## src/rtl/if_id_queue.sv

```systemverilog
// ---------------------------------------------------------------------------
// if_id_queue
//
// Instruction queue between the fetch (IF) and decode (ID) stages. It
// replaces the single-entry IF/ID latch with a DEPTH-entry FIFO, so fetch
// can keep running while decode is stalled. The ID-side output
// (id_valid/id_pc/id_inst) is always registered. When the queue is empty,
// a fetched instruction bypasses the FIFO and reaches ID one cycle later.
//
// Priority at each clock edge: rst > rdy=0 > flush > normal operation.
//
// Ports:
//   clk         clock
//   rst         synchronous reset, active-high (wins even when rdy=0)
//   rdy         global run enable; 0 freezes every register
//   stall_sign  ctrl stall bus; bit STAGE_IDX stalls IF, bit STAGE_IDX+1
//               stalls ID
//   flush       branch redirect from EX; empties the queue and the ID slot
//   if_valid    IF presents an instruction this cycle
//   if_pc       fetched PC
//   if_inst     fetched instruction word
//   if_ready    queue can take a push (depends on occupancy only)
//   id_valid    id_pc/id_inst carry a real instruction
//   id_pc       PC presented to ID (0 on a bubble)
//   id_inst     instruction presented to ID (0 on a bubble, a NOP)
//   q_count     registered queue occupancy, 0..DEPTH
// ---------------------------------------------------------------------------
module if_id_queue #(
  parameter int ADDR_W    = 32,
  parameter int INST_W    = 32,
  parameter int DEPTH     = 4,   // power of two, at least 2
  parameter int STALL_W   = 6,
  parameter int STAGE_IDX = 1    // STAGE_IDX+1 must be below STALL_W
) (
  input  logic                         clk,
  input  logic                         rst,
  input  logic                         rdy,
  input  logic [STALL_W-1:0]           stall_sign,
  input  logic                         flush,
  input  logic                         if_valid,
  input  logic [ADDR_W-1:0]            if_pc,
  input  logic [INST_W-1:0]            if_inst,
  output logic                         if_ready,
  output logic                         id_valid,
  output logic [ADDR_W-1:0]            id_pc,
  output logic [INST_W-1:0]            id_inst,
  output logic [$clog2(DEPTH+1)-1:0]   q_count
);

  localparam int PTR_W = $clog2(DEPTH);
  localparam int CNT_W = $clog2(DEPTH + 1);
  localparam logic [CNT_W-1:0] FULL_COUNT = CNT_W'(DEPTH);

  // -------------------------------------------------------------------------
  // Storage and pointers
  // -------------------------------------------------------------------------
  logic [ADDR_W-1:0] mem_pc   [DEPTH];
  logic [INST_W-1:0] mem_inst [DEPTH];
  logic [PTR_W-1:0]  head;   // oldest entry, next to go to ID
  logic [PTR_W-1:0]  tail;   // next free slot

  // -------------------------------------------------------------------------
  // Per-cycle control
  // -------------------------------------------------------------------------
  logic             if_stall;
  logic             id_stall;
  logic             q_empty;
  logic             push;     // IF hands over an instruction this cycle
  logic             adv;      // ID takes a new instruction this cycle
  logic             pop;      // head entry moves to the ID register
  logic             bypass;   // empty queue: IF goes straight to ID
  logic             wr_en;    // push lands in the FIFO storage
  logic [CNT_W-1:0] count_n;

  // Only two bits of the stall bus concern this stage; the rest belong to
  // other stages. Folding them here keeps them visibly consumed.
  logic unused_stall;
  assign unused_stall = ^stall_sign;

  // NOTE: every signal driven in always_comb gets a default on the first
  // lines, so no path can leave it unassigned and infer a latch.
  always_comb begin
    if_stall = stall_sign[STAGE_IDX];
    id_stall = stall_sign[STAGE_IDX+1];
    q_empty  = (q_count == '0);

    // A full queue refuses a push even when it is popped the same cycle;
    // this keeps if_ready a pure function of the registered count.
    if_ready = (q_count != FULL_COUNT);

    push   = if_valid & if_ready & ~if_stall & rdy & ~flush;
    adv    = ~id_stall;
    pop    = adv & ~q_empty;
    bypass = adv & q_empty & push;
    wr_en  = push & ~bypass;

    count_n = q_count;
    if (wr_en && !pop) begin
      count_n = q_count + 1'b1;
    end else if (pop && !wr_en) begin
      count_n = q_count - 1'b1;
    end
  end

  // -------------------------------------------------------------------------
  // FIFO storage
  // -------------------------------------------------------------------------
  // NOTE: the storage array is deliberately not reset. Its contents are
  // only observable through head/q_count, which are reset, so clearing
  // DEPTH entries of data would buy nothing.
  always_ff @(posedge clk) begin
    if (!rst && wr_en) begin
      mem_pc[tail]   <= if_pc;
      mem_inst[tail] <= if_inst;
    end
  end

  // -------------------------------------------------------------------------
  // Pointers, occupancy and the registered ID slot
  // -------------------------------------------------------------------------
  // NOTE: all state below is updated with non-blocking assignments so that
  // every right-hand side sees the pre-edge values (the head entry read
  // here is the one before this edge's pointer update).
  always_ff @(posedge clk) begin
    if (rst) begin
      head     <= '0;
      tail     <= '0;
      q_count  <= '0;
      id_valid <= 1'b0;
      id_pc    <= '0;
      id_inst  <= '0;
    end else if (rdy) begin
      if (flush) begin
        // Redirect: drop everything in flight, including a concurrent push
        // (push is already gated off by flush).
        head     <= '0;
        tail     <= '0;
        q_count  <= '0;
        id_valid <= 1'b0;
        id_pc    <= '0;
        id_inst  <= '0;
      end else begin
        if (adv) begin
          if (!q_empty) begin
            // Oldest queued instruction goes first to keep FIFO order.
            id_valid <= 1'b1;
            id_pc    <= mem_pc[head];
            id_inst  <= mem_inst[head];
            head     <= head + 1'b1;
          end else if (push) begin
            // Empty queue: one-cycle IF-to-ID path, storage untouched.
            id_valid <= 1'b1;
            id_pc    <= if_pc;
            id_inst  <= if_inst;
          end else begin
            // Bubble: pc=0/inst=0 decodes as a NOP downstream.
            id_valid <= 1'b0;
            id_pc    <= '0;
            id_inst  <= '0;
          end
        end
        // With adv=0 the ID slot simply holds its value.

        if (wr_en) begin
          tail <= tail + 1'b1;
        end
        q_count <= count_n;
      end
    end
    // rdy=0: every register holds.
  end

endmodule
```

## config.mk

```make
export PLATFORM = sky130hd
export DESIGN_NAME = if_id_queue
export DESIGN_NICKNAME = d
export VERILOG_FILES = /design/src/rtl/if_id_queue.sv
export SDC_FILE = /design/constraint.sdc
export NUM_CORES = 1
export LEC_CHECK = 0
export BUFFER_PORTS_ARGS = -buffer_cell sky130_fd_sc_hd__buf_2
export CORE_UTILIZATION = 58
export CTS_CLUSTER_DIAMETER = 100
export DETAILED_ROUTE_END_ITERATION = 10
export GPL_TIMING_DRIVEN = 0
export PLACE_DENSITY_LB_ADDON = 0.05
export SETUP_SLACK_MARGIN = 0.1
export SLEW_MARGIN = 20
export SYNTH_ARGS = -nofsm -noshare
export SYNTH_HDL_FRONTEND = slang
export SYNTH_SLANG_ARGS = --single-unit
```

## constraint.sdc

```tcl
create_clock -name clk -period 4.4 [get_ports clk]
set_input_delay 0.88 -clock clk [delete_from_list [all_inputs] [get_ports clk]]
set_output_delay 0.88 -clock clk [all_outputs]
set_load 0.02 [all_outputs]
```

==> impl_results.md, run 1 <==
- Die area: 22200 sq um
- Post-synth EDFFs: 256
- WP data required: 4590 ps
- Worst endpoint data arrival time: ~2900 ps
- Most frequent cells in the layout: edfxtp_1 (256), buf_2 (152), dfxtp_1 (74)
- Status: completed
- Avg Synthesized Cell Area: 18.2 sq um
- Fillers: roughly 1400
- Pwr dens: 430 nW/um^2
- Final RePlAce weighted congestion: 0.833
- CP startpoint kind: input pin
- Highest clock rate: 0.364 GHz
- Register area: a little over 9000 sq um
- Routed wire length: 24400 um
- Post-synthesis cell count: between 600 and 700
- Worst Path Buf+Inv: 3
- Vias: 6684
- FFs w/ async S/R, synth: 0
- Worst Hold Endpoint: id_pc[27]
- Element type at the critical path end: flip-flop
- Clock sink count: 330
- Die X: 149 um
- Slowest-stage cell, CP: and2_4
- DRC Markers: 0
- Synth Flop Type: edfxtp_1
- Leakage: 5.06 nW
- Post-Syn Area: around 13000 sq um
- Final core occ: 0.701
- Core area: 21100 sq um
- TritonCTS clock tree: done
- Share of the yosys chip area belonging to registers: 0.732
- CP Max Fanout: 39
- Clock transition at the registers of the reported paths: 60 ps
- Most common cell after layout, fill and taps aside: edfxtp_1
- Die H: 149 um
- Reg2reg end: mem_inst[0][12]
- Synth-to-Final Area Change: 18.1%
- Min-delay src: id_pc[27]
- Tmin final: ~2700 ps
- # hold bufs at CTS: 0
- Starting Density: 0.594
- RSZ-0062 raised after global routing: false
- Hold path depth: 2
- Nets: 945
- Syn Nets: 767
- Clock skew: 8.96 ps
- Max Buffers Root-to-Sink: 3
- GR met1 Demand/Resource: 0.302
- Final Slew Violations: 0
- Row cnt: 53
- R2R setup slack: about 1900 ps
- Post-CTS Setup Inserts: 0
- Number of global-route vias before repair: about 7200
- #FFs+latches synth: 330
- R2R cell count: 5
- Slew @ Worst Pin: 698 ps
- Clock Latency Late Sink: 490 ps
- Total CTS buffers: 34
- Worst Path Class, Setup: input pin to flip-flop
- Area of the multi-input gates: 3060 sq um
- Final hold violation count: 0
- Global-route wire length before repair: 38400 um
- VDD IR max: 266 uV
- Final antenna-violating net count: 0
- GRT busiest layer: met2
- PostCTS Resize Cnt: 0
- DR pass1 iterations: 5
- Most Frequent Cell on Critical Path: buf_2
- Delay-heaviest family, CP: simple AND/OR/NAND/NOR gates
- CP Cell Sequence: buf_2 > nand4bb_1 > buf_2 > a21oi_1 > nor2b_1 > and2_4 > buf_12
- Synth warnings: 0
- Vias/cell: 5.73
- Max incr delay on CP: around 670 ps
- Largest net degree at the start of global routing: 40
- Relative slew slack: 0.535
- Worst min path class: flip-flop to flip-flop
- H-tree depth: 2
- Dpl cells: 1104
- IO Port Bufs: 138
- CTS root buf: clkbuf_16
- Initial DRC Count: 327
- Worst r2r src: q_count[0]
- Final number of setup-violating endpoints: 0
- Tot Pwr: 6.36 mW
- Met3 GRT Util: 0.0486
- Accumulated negative setup slack: 0 ps
- Count of non-filler cells in the finished layout: 1167
- Count of cell types in the netlist: 36
- Number of I/O pins: 144
- GRT overflow: 0
- Avg WL per Cell: 20.9 um
- Met2 usage: 0.391
- Antenna violations before repair: 3
- DP HPWL: ~15000 um
- Layout cells sized above 1: 0.338
- GRT Overall Usage: 0.231
- # Max-Cap Violations: 0
- Period utilisation layout: 0.624
power by group:
group	internal, mW	switching (mW)	leakage (nW)
registers	3.36	0.00301	2.90
clock network	1.74	1.11	0.552
logic	0.0574	0.0940	1.61
sequential cells by signal, indices dropped and copies added (netlist names), named ones only:
| name | count |
|---|---|
| head | 2 |
| id_inst | 32 |
| id_pc | 32 |
| id_valid | 1 |
| mem_inst | 128 |
| mem_pc | 128 |
| q_count | 3 |
| tail | 2 |
kinds of logic (layout without fill, tap and decap cells):
logic type / after synthesis / count (layout) / synth area share
flip-flops: 330 / 330 / 0.732
multiplexers: 130 / 130 / 0.168
AND/OR/NAND/NOR: 95 / 95 / 0.0330
AO/OA/AOI/OAI: 85 / 85 / 0.0372
buffers and inverters: 42 / 245 / 0.0245
adder cells (fa/ha/maj): 5 / 5 / 0.00559
other: 0 / 2 / 0
cells in the mapped netlist (2+ instances only):
| cell | number | area [sq um] |
|---|---|---|
| nand2b_1 | 3 | 18.8 |
| nor3_1 | 2 | 10.0 |
| inv_1 | 4 | 15.0 |
| edfxtp_1 | 256 | 7690 |
| buf_6 | 14 | 158 |
| buf_2 | 14 | 70.1 |
| and2b_1 | 3 | 22.5 |
| o2bb2ai_1 | 2 | 17.5 |
| o21ai_1 | 61 | 305 |
| a21oi_1 | 6 | 30.0 |
| clkbuf_1 | 2 | 7.51 |
| o21ai_0 | 8 | 40.0 |
| nor2_1 | 10 | 37.5 |
| ha_1 | 4 | 50.1 |
| mux4_2 | 64 | 1440 |
| mux2i_1 | 66 | 661 |
| and2_1 | 5 | 31.3 |
| nand2_1 | 66 | 248 |
| buf_4 | 7 | 52.6 |
| dfxtp_1 | 74 | 1480 |
stage by stage:
| step | area, sq um | hold slack [ps] | worst slack [ps] |
|---|---|---|---|
| finish | 14800 | 441 | 1650 |
| floorplan | 12500 | 441 | 745 |
| global route | 14800 | 468 | 1570 |
| detailed placement | 13700 | 439 | 1130 |
| global placement | 13600 | 431 | -708 |
| CTS | 14800 | 447 | 1660 |
layout make-up:
class	count	area share
clock buffers	51	0.0695
flip-flops and latches	330	0.620
diodes	2	0.000338
plain buffers	37	0.0195
multi-input cells	315	0.207
inverters	5	0.00127
clock inverters	10	0.00702
repair buffers	142	0.0521
well taps	275	0.0233
tightest hold or removal path, stage by stage, from the launching register on:
cell and delay [ps]:
dfxtp_1 300, nand2_1 40, o21ai_1 50
layer usage:
metal	part of all wire	vias to the layer above
li1	-	3050
met3	0.055	47
met4	0.018	0
met2	0.50	195
met5	0	-
met1	0.42	3392
worst max path at each step:
| stage | startpoint | end | cells past startpoint |
|---|---|---|---|
| final | flush | mem_inst[0][12] | 7 |
| after CTS | flush | mem_inst[0][10] | 7 |
| after floorplan | rdy | mem_inst[0][0] | 6 |
| after global routing | flush | mem_inst[1][23] | 7 |
| after global placement | flush | mem_inst[1][7] | 6 |
| after detailed placement | flush | mem_inst[0][7] | 7 |
No activity file was read; power rests on OpenSTA's default activity.
==> run 2: changes to the inputs <==
clock period = 2.79 ns   (was 4.4 ns; I/O delays follow)
==> run 2 against run 1 <==
Clock-buffer cell count decreased by 6. Combinational power rose by 58%. Via count shrank 0.70%. Sequential power rose by 58%. Clock skew decreased by 1.4 ps. Global-route usage is 0.55 points lower. Sequential cell count did not move. Sequential share of layout area fell by 0.31 points. Critical path depth shrank 2.
==> impl_results.md, run 2 (synthesis gave the netlist of run 1 again) <==
- Clock Latency Late Sink: 500 ps (was 490 ps)
- Die H: 149 um (unchanged)
- Global-route wire length before repair: 37400 um (was 38400 um)
- Relative slew slack: 0.557 (was 0.535)
- Sw Pwr: 1.96 mW (was 1.21 mW)
- Hold path depth: 1 (was 2)
- Worst endpoint data arrival time: 2580 ps (was 2940 ps)
- Antenna violations before repair: 2 (was 3)
- Clock skew: 7.56 ps (was 8.96 ps)
- Most common cell after layout, fill and taps aside: edfxtp_1 (unchanged)
- Reg2reg end: mem_inst[3][6] (was mem_inst[0][12])
- PostCTS Resize Cnt: 0 (unchanged)
- IO Port Bufs: 138 (unchanged)
- Worst Path Class, Setup: flip-flop to flip-flop (was input pin to flip-flop)
- CP startpoint kind: flip-flop (was input pin)
- Final number of setup-violating endpoints: 0 (unchanged)
- Clock network power share: 0.463 (was 0.447)
- Final antenna-violating net count: 0 (unchanged)
- WP data required: 2980 ps (was 4590 ps)
- Initial DRC Count: 371 (was 327)
- DRC Markers: 0 (unchanged)
- Max Buffers Root-to-Sink: 3 (unchanged)
- Final RePlAce weighted congestion: 0.847 (was 0.833)
- Row cnt: 53 (unchanged)
- Total CTS buffers: 35 (was 34)
- Routed wire length: 24200 um (was 24400 um)
- Comb power frac: 0.023 (was 0.024)
- Biggest regs: mem_inst (128), mem_pc (128) (unchanged)
- H-tree depth: 2 (unchanged)
- Final Slew Violations: 0 (unchanged)
- CTS root buf: clkbuf_16 (unchanged)
- Vias: 6637 (was 6684)
- TritonCTS clock tree: done (unchanged)
- Nets: 946 (was 945)
- VDD IR max: 768 uV (was 266 uV)
- DP HPWL: 14700 um (was 14800 um)
- Number of global-route vias before repair: 6951 (was 7166)
- Sw Share: 0.190 (about the same)
- Tot Pwr: 10.3 mW (was 6.36 mW)
- Worst min path class: input pin to flip-flop (was flip-flop to flip-flop)
- Starting Density: 0.594 (unchanged)
- Slew @ Worst Pin: 665 ps (was 698 ps)
- Final hold violation count: 0 (unchanged)
- GRT overflow: 0 (unchanged)
- GRT Overall Usage: 0.225 (was 0.231)
- Layout cells sized above 1: 0.342 (was 0.338)
- Clock transition at the registers of the reported paths: 60 ps (about the same)
- Vias/cell: 5.68 (was 5.73)
- Leakage: 5.11 nW (was 5.06 nW)
- Avg WL per Cell: 20.7 um (was 20.9 um)
- Min-delay src: if_pc[28] (was id_pc[27])
- Tmin final: 2400 ps
- Post-CTS Setup Inserts: 0 (unchanged)
- Most frequent cells in the layout: edfxtp_1 (256), buf_2 (152), dfxtp_1 (74) (unchanged)
- Highest clock rate: 0.418 GHz
- CP Max Fanout: 35 (was 39)
- R2R cell count: 5 (unchanged)
- Worst Hold Endpoint: mem_pc[2][28] (was id_pc[27])
- Synth-to-Final Area Change: 18.7% (was 18.1%)
- # Max-Cap Violations: 0 (unchanged)
- Status: completed (unchanged)
- Period utilisation layout: 0.858
- # hold bufs at CTS: 0 (unchanged)
- Core area: 21100 sq um (unchanged)
- Flop pwr share: 0.514 (was 0.529)
- Clock sink count: 330 (unchanged)
- R2R setup slack: 390 ps (was 1920 ps)
- Element type at the critical path end: flip-flop (unchanged)
- Number of I/O pins: 144 (unchanged)
- Hold_ws: 283 ps (was 441 ps)
- RSZ-0062 raised after global routing: false (unchanged)
- Largest net degree at the start of global routing: 36 (was 40)
- Die X: 149 um (unchanged)
- Die area: 22200 sq um (unchanged)
- Pwr dens: 694 nW/um^2 (was 430 nW/um^2)
- DR pass1 iterations: 4 (was 5)
- Final core occ: 0.705 (was 0.701)
- Worst r2r src: q_count[0] (unchanged)
- P_int: 8.36 mW (was 5.15 mW)
[run 2: cell types whose count changed in the layout (fill, tap and decap cells not counted), sizes merged]
| cell | delta |
|---|---|
| inv | +1 |
| clkinv | +6 |
| clkbuf | -6 |
| clkinvlp | -2 |
| bufinv | +3 |
[run 2: through the flow]
step	setup WS, ps	cell area (sq um)	instances	TNS, ps
floorplan	156	12500	687	0
global placement	-688	13600	1100	-173080
detailed placement	-134	13700	1104	-15130
CTS	366	14900	1167	0
global route	188	14900	1167	0
finish	395	14900	1169	0
[run 2: worst max-delay path: stages, from the launching register on]
cell and delay [ps]:
dfxtp_1 410, nor2_1 150, a21oi_1 290, nor2b_1 310, and2_4 590, buf_12 310
[run 2: worst max-delay path by stage]
stage / startpoint / endpoint / slack (ps) / depth (start not counted)
final: q_count[0] / mem_inst[3][6] / 390 / 5
after CTS: q_count[0] / mem_inst[3][6] / 370 / 5
after floorplan: rdy / mem_inst[0][0] / 160 / 6
after global routing: q_count[0] / mem_pc[3][31] / 190 / 5
after detailed placement: flush / mem_inst[3][6] / -130 / 7
after global placement: flush / mem_inst[0][6] / -690 / 6
[run 2: final cells by class]
type	instances	area, sq um
multi-input cells	315	3060
diodes	2	5.00
inverters	5	18.8
well taps	275	344
plain buffers	37	288
flip-flops and latches	330	9170
clock buffers	45	986
repair buffers	142	771
clock inverters	18	221
fillers	1367	6220
[run 2: power groups by stage]
stage          Clock, mW  Sequential, mW  Combinational [mW]
2_1_floorplan          0            5.41              0.0992
3_3_place_gp           0            5.41               0.222
3_5_place_dp           0            5.41               0.238
4_1_cts             4.85            5.30               0.239
5_1_grt             5.03            5.30               0.261
6_report            4.77            5.30               0.238
[run 2: per-layer routing]
metal | wire (um) | part of all wire | global-route usage
met4 | 390 | 0.016 | 0.0582
met1 | 10500 | 0.43 | 0.309
met3 | 1310 | 0.054 | 0.0514
met2 | 12000 | 0.49 | 0.368
met5 | 12 | 0.00050 | 0
